===== src/rtl/eu_writeback_way0.sv =====
// eu_writeback_way0
//   Way0 writeback buffer. It sits between the execute stage and the commit/retire
//   side. Completed EU results are accepted with a valid/ready handshake and held
//   in a DEPTH-entry FIFO. The head entry drives the register-file write port and
//   the commit interface. A 64-bit counter tracks how many instructions retired.
//
// Ports
//   clk, reset        rising-edge clock; asynchronous active-high reset
//   valid_i/ready_o   EU result handshake (ready_o depends only on occupancy)
//   rdAddr_i, rdWriteEnable_i, result_i, instAddr_i, way0_pID_i  EU result fields
//   flush_i           drops every buffered result and the one offered this cycle
//   valid_o/ready_i   commit handshake for the head entry
//   rdAddr_o, result_o, instAddr_o, way0_pID_o                   head entry fields
//   regWe_o           register-file write strobe for the popped head
//   retireCount_o     count of retired instructions (wraps modulo 2^64)
module eu_writeback_way0 #(
  parameter int DEPTH  = 2,
  parameter int DATA_W = 64,
  parameter int PC_W   = 32
) (
  input  logic              clk,
  input  logic              reset,
  input  logic              valid_i,
  output logic              ready_o,
  input  logic [4:0]        rdAddr_i,
  input  logic              rdWriteEnable_i,
  input  logic [DATA_W-1:0] result_i,
  input  logic [PC_W-1:0]   instAddr_i,
  input  logic [1:0]        way0_pID_i,
  input  logic              flush_i,
  output logic              valid_o,
  input  logic              ready_i,
  output logic [4:0]        rdAddr_o,
  output logic [DATA_W-1:0] result_o,
  output logic [PC_W-1:0]   instAddr_o,
  output logic [1:0]        way0_pID_o,
  output logic              regWe_o,
  output logic [63:0]       retireCount_o
);

  localparam int PTR_W = $clog2(DEPTH);
  localparam int CNT_W = PTR_W + 1;
  localparam logic [CNT_W-1:0] FULL = CNT_W'(DEPTH);

  logic [PTR_W-1:0]  wr_ptr;
  logic [PTR_W-1:0]  rd_ptr;
  logic [CNT_W-1:0]  count;
  logic [63:0]       retire_cnt;

  logic [4:0]        rd_mem  [DEPTH];
  logic              we_mem  [DEPTH];
  logic [DATA_W-1:0] res_mem [DEPTH];
  logic [PC_W-1:0]   pc_mem  [DEPTH];
  logic [1:0]        pid_mem [DEPTH];

  logic push;
  logic pop;

  // Back-pressure looks only at occupancy, so the EU never waits on the commit side
  // through a combinational path. Holding ready low during reset keeps the EU from
  // seeing an accept while the buffer is being cleared.
  assign ready_o = (count != FULL) & ~reset;
  assign valid_o = (count != '0);
  assign push    = valid_i & ready_o;
  assign pop     = valid_o & ready_i;

  assign rdAddr_o      = rd_mem[rd_ptr];
  assign result_o      = res_mem[rd_ptr];
  assign instAddr_o    = pc_mem[rd_ptr];
  assign way0_pID_o    = pid_mem[rd_ptr];
  assign retireCount_o = retire_cnt;

  // x0 is hard-wired zero: the entry still retires but never writes the file.
  assign regWe_o = pop & we_mem[rd_ptr] & (rd_mem[rd_ptr] != 5'd0) & ~flush_i;

  always_ff @(posedge clk or posedge reset) begin
    if (reset) begin
      wr_ptr     <= '0;
      rd_ptr     <= '0;
      count      <= '0;
      retire_cnt <= '0;
      for (int i = 0; i < DEPTH; i++) begin
        rd_mem[i]  <= '0;
        we_mem[i]  <= 1'b0;
        res_mem[i] <= '0;
        pc_mem[i]  <= '0;
        pid_mem[i] <= '0;
      end
    end else if (flush_i) begin
      // Stored fields are left as-is; with count at zero they are never observed
      // as valid.
      wr_ptr <= '0;
      rd_ptr <= '0;
      count  <= '0;
    end else begin
      if (push) begin
        rd_mem[wr_ptr]  <= rdAddr_i;
        we_mem[wr_ptr]  <= rdWriteEnable_i;
        res_mem[wr_ptr] <= result_i;
        pc_mem[wr_ptr]  <= instAddr_i;
        pid_mem[wr_ptr] <= way0_pID_i;
        wr_ptr          <= wr_ptr + PTR_W'(1);
      end
      if (pop) begin
        rd_ptr     <= rd_ptr + PTR_W'(1);
        retire_cnt <= retire_cnt + 64'd1;
      end
      case ({push, pop})
        2'b10:   count <= count + CNT_W'(1);
        2'b01:   count <= count - CNT_W'(1);
        default: count <= count;
      endcase
    end
  end

endmodule


===== config.mk =====
export PLATFORM = sky130hd
export DESIGN_NAME = eu_writeback_way0
export DESIGN_NICKNAME = d
export VERILOG_FILES = /design/src/rtl/eu_writeback_way0.sv
export SDC_FILE = /design/constraint.sdc
export NUM_CORES = 1
export LEC_CHECK = 0
export CORE_UTILIZATION = 52
export CTS_BUF_LIST = sky130_fd_sc_hd__clkbuf_8
export DETAILED_ROUTE_END_ITERATION = 10
export GPL_TIMING_DRIVEN = 0
export PLACE_DENSITY_LB_ADDON = 0.05
export REMOVE_ABC_BUFFERS = 1
export SLEW_MARGIN = 5
export SYNTH_ARGS = -nofsm -noshare
export SYNTH_HDL_FRONTEND = slang
export SYNTH_SLANG_ARGS = --single-unit

===== constraint.sdc =====
create_clock -name clk -period 13.75 [get_ports clk]
set_input_delay 2.75 -clock clk [delete_from_list [all_inputs] [get_ports clk]]
set_output_delay 2.75 -clock clk [all_outputs]
set_load 0.1 [all_outputs]

# After elaboration in Yosys (flattened, before gate mapping)
# Index checks and enable logic that the tools add are counted.
# Widths: inputs -> output; s select.
[word_totals]
latchBits = 0
n_memories = 0
mem_bits_rw = 0
word_cells = 79
output_inout_bits = 170
ff_bits = 276
rom_bits = 0
inputBits = 109
[op_classes]
n_addsub = 5
bitwise_logic = 10
reduce_logical = 8
div_mod_pow = 0
order_cmp = 3
n_shift = 0
mul = 0
n_eq_ne = 3
n_mux = 36
[ops]
columns = ["cell", "count"]
rows = [
  ["$mux 64", 4],
  ["$bwmux 128", 1],
  ["$mux 32", 4],
  ["$add 64x1->64 const B", 1],
  ["$bwmux 64", 1],
  ["$demux 64 s1", 1],
  ["$demux 32 s1", 1],
  ["$mux 5", 4],
  ["$bwmux 10", 1],
  ["$mux 2", 5],
  ["$mux 1", 8],
  ["$and 1x1->1", 6],
  ["$reduce_bool 2->1", 3],
  ["$demux 5 s1", 1],
  ["$reduce_bool 5->1", 1],
  ["$bwmux 4", 1],
  ["$ge 2x2->1 const B", 2],
  ["$not 1->2", 2],
  ["$pmux 2 s2", 1],
  ["$reduce_and 2->1", 2],
  ["$reduce_bool 3->1", 1],
  ["$add 1x1->1 const B", 2],
  ["$add 2x1->2 const B", 1],
  ["$bwmux 2", 1],
  ["9 further kinds", 10],
]

# Depth between registers and ports, before layout
# Gate-level depths: netlist of run 1.
[depth]
depth_word = 7
ltp_mapped = 7

# Least setup slack after synthesis of run 1
# OpenSTA, ideal clock, no wires.
[synth_timing]
path_kind = "input to output"
start = "input port flush_i"
end = "output port regWe_o"
arrival_ns = 5.860
n_path_buf = 1
setup_slack_ns = 5.140
stages = 2
path_cell_list = "clkbuf_1 > nor4_1"
[synth_between]
elab_chain_len = 2
[synth_lines]
columns = ["element", "line", "rtl"]
rows = [
  ["start: declaration", "30", "input logic flush_i,"],
  ["$not 1->1 (no line)", "--", ""],
  ["$and 1x1->1", "74", "assign regWe_o = pop & we_mem[rd_ptr] & (rd_mem[rd_ptr] != 5'd0) & ~flush_i;"],
  ["end: declaration", "37", "output logic regWe_o,"],
]
# No other way between the ends.

# Worst setup path in the final report of run 1
[layout_timing]
start = "input port ready_i"
end = "output port regWe_o"
[layout_between]
elab_chain_len = 4
[layout_lines]
columns = ["element", "line", "rtl"]
rows = [
  ["start: declaration", "32", "input logic ready_i,"],
  ["$and 1x1->1", "65", "assign pop = valid_o & ready_i;"],
  ["$and 1x1->1 (3 in a row)", "74", ""],
]
# No other way between the ends.

==> impl_summary.md, run 1 <==
Worst setup path
By startpoint and endpoint, the worst setup path is classified as input port to output pin. The required time of the critical path is 11.00 ns. The worst setup path is launched from an input port.

In this run the worst path has a maximum fanout of 7. The reg-to-reg critical path endpoint is pc_mem[54]$_DFFE_PP0P_. The critical path capture point type is an output pin. The number of cells on the worst reg-to-reg path is 8. The slack of the worst reg-to-reg path is 10.84 ns.

Data on the critical path arrives at its endpoint at 5.05 ns. The startpoint identified for the worst register-to-register timing path is count[1]$_DFFE_PP0P_.

Clock tree
The number of clock buffers added by TritonCTS is 47. In this run the number of H-tree levels came out at 2. The clock passes through at most 3 buffers. The clock edge transition at the registers on the reported setup and hold paths is 0.05 ns. TritonCTS built the clock tree. The number of hold buffers added after CTS was 0.

Gates resized during post-CTS repair numbered 0. The tree built by TritonCTS fans out to 276 sinks. The cell sitting at the root of the clock tree is a clkbuf_8. The later pin in the worst-skew pair is clocked with a latency of 0.55 ns. Buffers added to address setup during post-CTS repair amount to 0.

Synth
The synthesized netlist occupies a cell area of 12200 sq um. Summing the sequential cell areas from Yosys gives 56.8% of the chip area. The largest area contributor in the synthesized netlist is dfrtp_1. After synthesis, the cell types taking the most area are dfrtp_1, mux2_2, xor2_1, xnor2_1, nand4_1. Synthesis produced 860 cells.

The most used flip-flop cell after synthesis is dfrtp_1. In the post-synthesis netlist, the cell with the most instances is mux2_2. Counting flops with a built-in enable in the synthesized netlist gives 0. The average instance in the mapped netlist occupies 14.1 sq um. The share of synthesized area in the top cell type comes to 56.8%. The Yosys step of the flow raised 0 warnings. The count of cell types in the netlist is 40. After synthesis the netlist holds a flip-flop and latch count of 276. In the synthesized netlist, the cells that appear most often are mux2_2, dfrtp_1, xor2_1, xnor2_1, nand2_1.

The async set-reset flop share out of synthesis is 100%.

Power and ir drop
The proportion of power drawn by flip-flops and latches is 35.9%. The design draws 2.91 mW. The net load switching power is 1.16 mW. The power density over cell area is 177 nW/um^2. Net switching is 40.0% of the power. The internal portion of the total power is 1.75 mW. The combinational share of power is 38.1%. The worst IR drop on VDD is 0.214 mV. The clock network accounts for 26.0% of the total power. The leakage power of the design is 7.11 nW.

Timing
The setup skew after layout is 0.0172 ns. In the final timing run, aggregate negative setup slack is 0 ns. The worst pin sits at a relative slew slack of 29.3%. The peak clock frequency supported by timing is 128 MHz. The hold violation count in the final report came to 0.

Setup repair after global routing left no endpoint under its margin. The slew at the pin closest to its max-slew limit is 1.06 ns. The worst path needs 7.80 ns of the cycle, external delays included. In the finished design, the share of the clock period the worst path needs comes to 56.7%. The number of max-slew violations in the final report came to 0. The total setup violations reported at the end of the flow is 0. The worst slack on hold paths is 0.483 ns.

Floorplanning
Measured along the y axis, the die boundary spans 155 um. Row generation in the floorplan step produced 55 rows. 279 I/O pins were placed.

The standard cell core area is 22800 sq um. The die is 155 um wide. The die covers 24000 sq um.

Once the floorplan was initialized, standard cells occupied 53.4% of the core.

Run status
The flow ran to the end, and the final reports show no timing, DRC or antenna violations.

Worst hold path
The critical hold path startpoint is retireCount_o[63]$_DFFE_PP0P_. The class of the worst hold path is register to register. The path with the worst hold slack has its endpoint at retireCount_o[63]$_DFFE_PP0P_. The number of cells on the worst hold path is 1.

Drt
The routed wire length is 27100 um. Dividing the detail-routed wire length by the instance count gives 17.9 um. Dividing the detail-routed via count by the number of cells gives 5.23. The initial detailed-routing violation count is 319. After detailed routing, the number of remaining DRC violations is 0. The post-route antenna net violation count is 0. Detailed routing inserted a total of 7931 vias. The first detailed-routing pass took 4 iterations.

Layout
The post-layout utilization of the core is 72.3%. The growth of design area from synthesis to finish is 35.4%. 0 antenna diodes ended up in the layout. In the final layout, the share of cells above drive strength 1 is 34.8%. In the final design database the tool counted 1275 nets.

Counting the fill cells in the layout gives 1554. The final cell count without fillers is 1515.

Placed design
Routability-driven placement finished with a final weighted congestion of 0.805. The count of buffers from port buffering is 278. The placed wire-length estimate is 18500 um. In this run, placement finished with an instance count of 1429.

GRT
The pin count of the biggest net entering global routing is 80. Global routing consumed, over all layers together, 23.2% of the routing resources. The number of global-route vias before repair is 8475. The initial antenna violation count is 1.

The global-route wire length before repair is 44600 um. The remaining global-route overflow is 0.

Run
The number of maximum-capacitance violations is 0.
## cell families after synthesis
logic type / Yosys count / synth area share [%]
AO/OA/AOI/OAI: 9 / 0.432
XOR/XNOR: 64 / 4.61
adder cells (fa/ha/maj): 1 / 0.103
buffers and inverters: 50 / 1.96
flip-flops: 276 / 56.8
multiplexers: 314 / 29.1
AND/OR/NAND/NOR: 146 / 7.03
## power groups by stage
stage          combinational (mW)  clock [mW]  sequential (mW)
6_report                     1.11       0.757             1.04
5_1_grt                      1.15       0.814             1.06
4_1_cts                      1.12       0.778             1.04
3_5_place_dp                 1.11           0             1.06
3_3_place_gp                 1.10           0             1.05
2_1_floorplan               0.865           0             1.07
## flip-flops by register name, summed over array words and instances, names as in the netlist, 2 cells and up
register / cells
pid_mem: 4
pc_mem: 64
retireCount_o: 64
res_mem: 128
rd_mem: 10
we_mem: 2
count: 2
## routing by layer
metal  part of all wire, %  vias up  global-route usage (%)
met3                   7.9       44                    7.24
met1                    44     3979                    30.7
li1                      -     3680                       -
met4                   2.3        0                    7.26
met5                     0        -                       0
met2                    46      228                    36.7
## worst max-delay path by stage
stage,from,endpoint,slack (ns),cells past startpoint
2_1_floorplan,reset,pc_mem[32]$_DFFE_PP0P_,-1.52,3
3_3_place_gp,flush_i,res_mem[94]$_DFFE_PP0P_,-7.81,3
3_5_place_dp,ready_i,regWe_o,5.95,4
4_1_cts,ready_i,regWe_o,5.95,4
5_1_grt,ready_i,regWe_o,5.84,4
6_report,ready_i,regWe_o,5.95,4
## critical path, stage by stage
cell and delay (ns):
clkdlybuf4s50_1 0.59, o21ai_1 0.21, nor4_1 0.29, clkdlybuf4s50_1 1.20
## placed cells by master, fill, tap and decap left out, types with 2 or more instances in the layout
master / count
dfrtp_1: 275
nor2_1: 24
xor2_1: 33
buf_16: 5
nor4_1: 11
nand3_2: 2
clkdlybuf4s50_1: 278
nor3_1: 20
nor4_2: 3
nand4_2: 3
mux2i_1: 2
and3_1: 3
nand2_1: 26
xnor2_1: 31
nor2b_1: 2
or4_1: 2
clkinv_2: 2
or2_2: 3
nand3_1: 15
nand2b_1: 2
or3_1: 2
clkbuf_8: 68
o21ai_0: 2
o21a_1: 2
a21oi_1: 3
nand4_1: 19
mux2_2: 312
inv_1: 27
buf_6: 6
buf_8: 4
## through the flow
stage / setup slack, ns / cell area [sq um]
after floorplan: -1.52 / 12000
after global placement: -7.81 / 15100
after detailed placement: 5.95 / 15500
after CTS: 5.95 / 16500
after global routing: 5.84 / 16500
final: 5.95 / 16500
## final cells by class
| class | instances | area, sq um | area share (%) |
|---|---|---|---|
| Clock buffer | 68 | 936 | 5.69 |
| Multi-Input combinational cell | 534 | 5030 | 30.6 |
| Clock inverter | 18 | 70.1 | 0.426 |
| Sequential cell | 276 | 6910 | 42.0 |
| Inverter | 12 | 52.6 | 0.319 |
| Timing Repair Buffer | 294 | 3070 | 18.6 |
| Tap cell | 313 | 392 | 2.38 |
No activity file was read; power rests on OpenSTA's default activity.
==> inputs of run 2 (changes only) <==
CORE_UTILIZATION = 47   (was 52)
clock period = 6.8 ns   (was 13.75 ns; I/O delays follow)
==> impl_summary.md, run 2 (same netlist as run 1, synthesis figures left out) <==
Drt
In this run the remaining antenna-violating nets after routing total 0. For this run, design rule violations remaining after detail routing come to 0. The number of vias per cell is 5.14. Summed over all layers, the routed wires come to 27000 um. The initial detailed-routing violation count is 365. The average detailed-routed wire length per instance is 17.7 um. The first-pass detailed-route iteration total is 4. The total vias in the final route is 7847.

Timing
The peak clock frequency supported by timing is 188 MHz. Setup repair after global routing left no endpoint under its margin. The number of max-slew violations in the final report is 0. Setup violations remaining at the end of the flow were counted as 0. The normalized max-slew margin is 28.2%.

The post-route minimum period is 5.31 ns. The final critical path takes up 78.1% of the cycle. The hold violation count in the final report is 0.

The setup skew after layout is 0.0169 ns. The slew at the pin closest to its max-slew limit is 1.07 ns.

Clock tree
The clock latency on the worst-skew pair is 0.55 ns. For this design, the sink count on the clock tree is 276. The cell sitting at the root of the clock tree is a clkbuf_8. The number of setup buffers added after CTS is 0. The clock passes through at most 3 buffers.

TritonCTS built the clock tree. The clock edge transition at the registers on the reported setup and hold paths is 0.06 ns. The clock tree synthesis step divided the H-tree into 2 levels.

The total of cells resized after clock tree synthesis is 0. The number of hold buffers added after CTS is 0. The number of clock buffers added by TritonCTS is 47.

GRT
The number of global-route vias before repair is 8230. The remaining global-route overflow is 0. The first global-routing pass estimated 43500 um of wire.

The global-route usage over all layers is 20.6%. The pin count of the biggest net entering global routing is 125. The initial antenna violation count is 2.

Run
Max-cap violations in this run came to 0.

Worst hold path
The class of the worst hold path is register to register. Along the worst hold path, the cell count comes to 1.

Layout
The commonest non-fill, non-tap cell in the layout is mux2_2. Leaving out fill and tap cells, the most frequent cells in the layout are mux2_2, clkdlybuf4s50_1, dfrtp_1. Cells with a size suffix above 1 make up 34.9% of the layout. The final net count is 1273. The register with the most flip-flops in the layout has 128 of them. Relative to the synthesized area, the layout overhead comes to 35.2%. Measured on the finished design, the core utilization comes to 65.1%. More flip-flops sit in one register than any other, and that register is res_mem.

Worst setup path
The cell count along the critical path is 7. By startpoint and endpoint, the worst setup path is classified as register to output pin. The endpoint arrival time on the critical path is 3.95 ns. STA classifies the critical path endpoint as an output pin.

Traced cell by cell, the critical path runs through buf_16 -> buf_12 -> mux2_2 -> or4_1 -> nor2_1 -> nor4_1 -> clkdlybuf4s50_1. Of all nets on the critical path, the largest fanout is 39. For this run, the slowest stage of the critical path takes 1.02 ns.

Measured in cells, the most critical reg-to-reg path has a length of 8. Among all stages on the critical path, the largest delay is contributed by clkdlybuf4s50_1. The critical path's top delay family is buffers and inverters. The sort of element at the start of the critical path is a register. The critical path contains buffers and inverters numbering 3 combined.

The required time of the critical path is 5.44 ns.

Placed design
The placed wire-length estimate is 18100 um. In this run the tool buffered the top-level ports with 278 buffer cells. The congestion estimate from routability-driven global placement came to 0.803.

Floorplanning
The standard cell core area is 25300 sq um. In this run the count of I/O pins placed on the die edge is 279. The standard-cell row count is 58. Measured along the y axis, the die boundary spans 163 um. The horizontal die dimension is 163 um. Once the floorplan was initialized, standard cells occupied 48.1% of the core. The area enclosed by the die boundary is 26500 sq um.

Power and ir drop
VDD sags by at most 0.298 mV. The overall power consumption is 5.90 mW. For this design the static power due to leakage is 7.07 nW. In this run the power density over the cells is 359 nW/um^2.

Run status
The flow ran to the end, and the final reports show no timing, DRC or antenna violations.
==> run 2: worst paths after layout <==
| path | from | endpoint | slack [ns] |
|---|---|---|---|
| worst min register to register | retireCount_o[63]$_DFFE_PP0P_ | retireCount_o[63]$_DFFE_PP0P_ | 0.47 |
| min in group asynchronous | reset | rd_mem[7]$_DFFE_PP0P_ | 1.23 |
| max in group asynchronous | reset | res_mem[8]$_DFFE_PP0P_ | 4.67 |
| worst max register to register | count[1]$_DFFE_PP0P_ | res_mem[117]$_DFFE_PP0P_ | 3.94 |
| worst max-delay path | rd_ptr$_DFFE_PP0P_ | regWe_o | 1.49 |
| worst min-delay path | retireCount_o[63]$_DFFE_PP0P_ | retireCount_o[63]$_DFFE_PP0P_ | 0.47 |
==> run 2: area by class of cell <==
class                           count  area [sq um]
Antenna cell                        1          2.50
Clock buffer                       67           922
Clock inverter                     15          86.3
Fill cell                        1970          8810
Inverter                           12          52.6
Multi-Input combinational cell    534          5030
Sequential cell                   276          6910
Tap cell                          330           413
Timing Repair Buffer              292          3020
==> run 2: per-stage QoR <==
| stage | hold slack, ns | setup slack, ns | std cells | cell area [sq um] | TNS, ns |
|---|---|---|---|---|---|
| 6_report | 0.469 | 1.49 | 1527 | 16400 | 0 |
| 5_1_grt | 0.499 | 1.30 | 1527 | 16400 | 0 |
| 4_1_cts | 0.474 | 1.38 | 1526 | 16400 | 0 |
| 3_5_place_dp | 0.459 | 1.74 | 1444 | 15400 | 0 |
| 3_3_place_gp | 0.460 | -13.58 | 1430 | 15200 | -3048.26 |
| 2_1_floorplan | 0.475 | -7.08 | 822 | 12000 | -1336.26 |
==> run 2: per-layer routing <==
layer  global-route usage (%)  part of all wire (%)  vias up
met2                     32.1                    45      196
met4                     5.90                   2.0        2
met3                     6.32                   7.4       40
met5                        0                 0.048        -
met1                     27.7                    45     3931
li1                         -                     -     3678
==> run 2: power breakdown <==
part           leakage, nW  internal, mW  switching [mW]  total (mW)
sequential            3.45          1.95           0.152        2.10
combinational         3.05         0.697            1.54        2.24
clock                0.566         0.903           0.649        1.55
==> inputs of run 3 (changes only) <==
clock period = 4.3 ns   (was 6.8 ns; I/O delays follow)
==> impl_summary.md, run 3 (same netlist as run 1, synthesis figures left out) <==
GRT
The initial antenna violation count came to 2. The met3 track utilization from global routing is 6.32%. The global-route wire length before repair is 43600 um.

The global-route usage over all layers is 20.7%. The met1 routing resource usage after global routing is 27.9%. Entering global routing, the biggest net connects 125 pins. The met2 track demand over resource in global routing is 32.2%. The most heavily used metal layer in global routing is met2.

The remaining global-route overflow is 0. The number of global-route vias before repair is 8225.

Layout
The growth of design area from synthesis to finish is 35.4%. The ratio of cells with drive above 1 in the final layout is 35.0%. The commonest non-fill, non-tap cell in the layout is mux2_2.

The final net count is 1274. The final cell count without fillers is 1528. The register with the most flip-flops in the layout has 128 of them. Leaving out fill and tap cells, the most frequent cells in the layout are mux2_2, clkdlybuf4s50_1, dfrtp_1. The largest register by flop count is res_mem.

For this run, the share of the core covered by cells in the final layout is 65.2%.

Power and ir drop
The internal power is 5.62 mW. VDD sags by at most 0.470 mV. The proportion of power drawn by flip-flops and latches is 35.6%. In this run the power density over the cells is 567 nW/um^2. In this run, the combinational gates consume 38.1% of the power. The leakage power of the design is 7.08 nW.

Per report_power, the clock group accounts for 26.3% of the total. Net switching is 39.7% of the power. The net load switching power is 3.71 mW. The overall power consumption is 9.32 mW.

Drt
For this block, the routed nets add up to 27100 um of wire. The pre-antenna-repair detailed-routing pass consisted of 4 iterations. The number of DRC violations after detailed routing is 0. The initial detailed-routing violation count is 353.

In this run the remaining antenna-violating nets after routing total 0. The average detailed-routed wire length per instance is 17.8 um. The number of vias per cell is 5.14. The total vias in the final route is 7850.

Floorplanning
The standard cell core area is 25300 sq um. The area enclosed by the die boundary is 26500 sq um. The die is 163 um tall.

For this configuration, the core starts out at a cell density of 48.1%. The number of ports placed on the die boundary is 279. The standard-cell row count is 58.

The die is 163 um wide.

Worst hold path
The class of the worst hold path is register to register. The worst hold path terminates at retireCount_o[63]$_DFFE_PP0P_. Along the worst hold path, the cell count comes to 1. The critical hold path startpoint is retireCount_o[63]$_DFFE_PP0P_.

Clock tree
The clock buffer count from CTS is 47. The largest buffer count on any clock path is 3. The clock tree root driver cell is clkbuf_8. Clock-pin slew was measured on the worst setup and hold paths at 0.06 ns. The number of hold buffers added after CTS is 0. The H-tree depth reported by CTS is 2.

The clock net sink count is 276. TritonCTS built the clock tree. The clock latency on the worst-skew pair is 0.55 ns.

Placed design
The cell count after placement is 1444. At the end of routability-driven placement, the weighted congestion stood at 0.803. Port buffering added 278 buffers. The wire-length estimate of the detail-placed layout is 18100 um.

Worst setup path
The startpoint identified for the worst register-to-register timing path is count[1]$_DFFE_PP0P_. The maximum fanout count along the critical path is 39. By startpoint and endpoint, the worst setup path is classified as register to output pin.

The worst setup path is launched from a register. The endpoint arrival time on the critical path is 3.29 ns. The critical path capture point type is an output pin. For the worst flop-to-flop path, the logic depth is 8. For the worst setup path, the data required time is 3.44 ns. The endpoint identified for the worst register-to-register timing path is res_mem[117]$_DFFE_PP0P_. For flop-to-flop paths, the worst setup slack is 1.44 ns.

Timing
The total setup violations reported at the end of the flow is 0. The normalized max-slew margin is 28.2%. The number of max-slew violations in the final report is 0. The setup skew after layout is 0.0161 ns.

The worst slack on hold paths is 0.469 ns. The post-route minimum period is 4.15 ns. Setup repair after global routing left no endpoint under its margin. The slew at the pin closest to its max-slew limit is 1.07 ns. The peak clock frequency supported by timing is 241 MHz. The hold violation count in the final report was 0. After layout, the worst path uses 96.5% of the clock period.

Run status
The flow ran to the end, and the final reports show no timing, DRC or antenna violations.

Run
Across the run, the number of max-cap violations was 0.
-- run 3: cell count changes in the layout (fill, tap and decap cells not counted) --
cell	change
clkdlybuf4s50_1	-1
clkdlybuf4s15_2	+1
buf_8	+1
-- run 3: timing repair --
item	CTS	global route
setup buffers	1	0
gates resized for setup	4	0
setup endpoints to repair	1	0
-- run 3: per-layer routing --
layer / vias to the layer above / part of all wire, %
li1: 3680 / -
met1: 3928 / 45
met2: 200 / 45
met3: 40 / 7.5
met4: 2 / 2.0
met5: - / 0.048
-- run 3: power by group through the flow --
stage | combinational (mW) | clock [mW] | sequential (mW)
floorplan | 2.76 | 0 | 3.42
global placement | 3.54 | 0 | 3.37
detailed placement | 3.56 | 0 | 3.37
CTS | 3.58 | 2.53 | 3.32
global route | 3.67 | 2.66 | 3.39
finish | 3.55 | 2.45 | 3.32
-- run 3: critical path, cell delays in order (launching register included) --
cell             delay, ns
dfrtp_4               0.61
buf_16                0.29
buf_12                0.28
mux2_2                0.38
or4_1                 0.50
nor2_1                0.13
nor4_1                0.07
clkdlybuf4s15_2       0.50
-- run 3: final cells by class --
| class | instances | area [sq um] |
|---|---|---|
| antenna | 1 | 2.50 |
| clock buffer | 67 | 922 |
| clock inverter | 15 | 86.3 |
| fill | 1968 | 8800 |
| inverter | 12 | 52.6 |
| multi-input combinational | 534 | 5030 |
| sequential | 276 | 6910 |
| tap | 330 | 413 |
| timing repair buffer | 293 | 3040 |
-- run 3: per-stage QoR --
stage | instance area [sq um] | setup slack [ns] | setup TNS (ns)
after global placement | 15200 | -15.58 | -4224.27
after CTS | 16500 | 0.0716 | 0
final | 16500 | 0.150 | 0
after detailed placement | 15400 | -0.0185 | -0.0185
after floorplan | 12000 | -9.08 | -2207.41
after global routing | 16500 | 0.000238 | 0
-- run 3: worst max-delay path by stage --
stage | start | end | slack [ns] | cells past startpoint
6_report | rd_ptr$_DFFE_PP0P_ | regWe_o | 0.15 | 7
5_1_grt | rd_ptr$_DFFE_PP0P_ | regWe_o | 0.0002 | 7
4_1_cts | rd_ptr$_DFFE_PP0P_ | regWe_o | 0.07 | 7
3_5_place_dp | rd_ptr$_DFFE_PP0P_ | regWe_o | -0.02 | 7
3_3_place_gp | flush_i | pc_mem[48]$_DFFE_PP0P_ | -15.58 | 3
2_1_floorplan | reset | pc_mem[32]$_DFFE_PP0P_ | -9.08 | 3
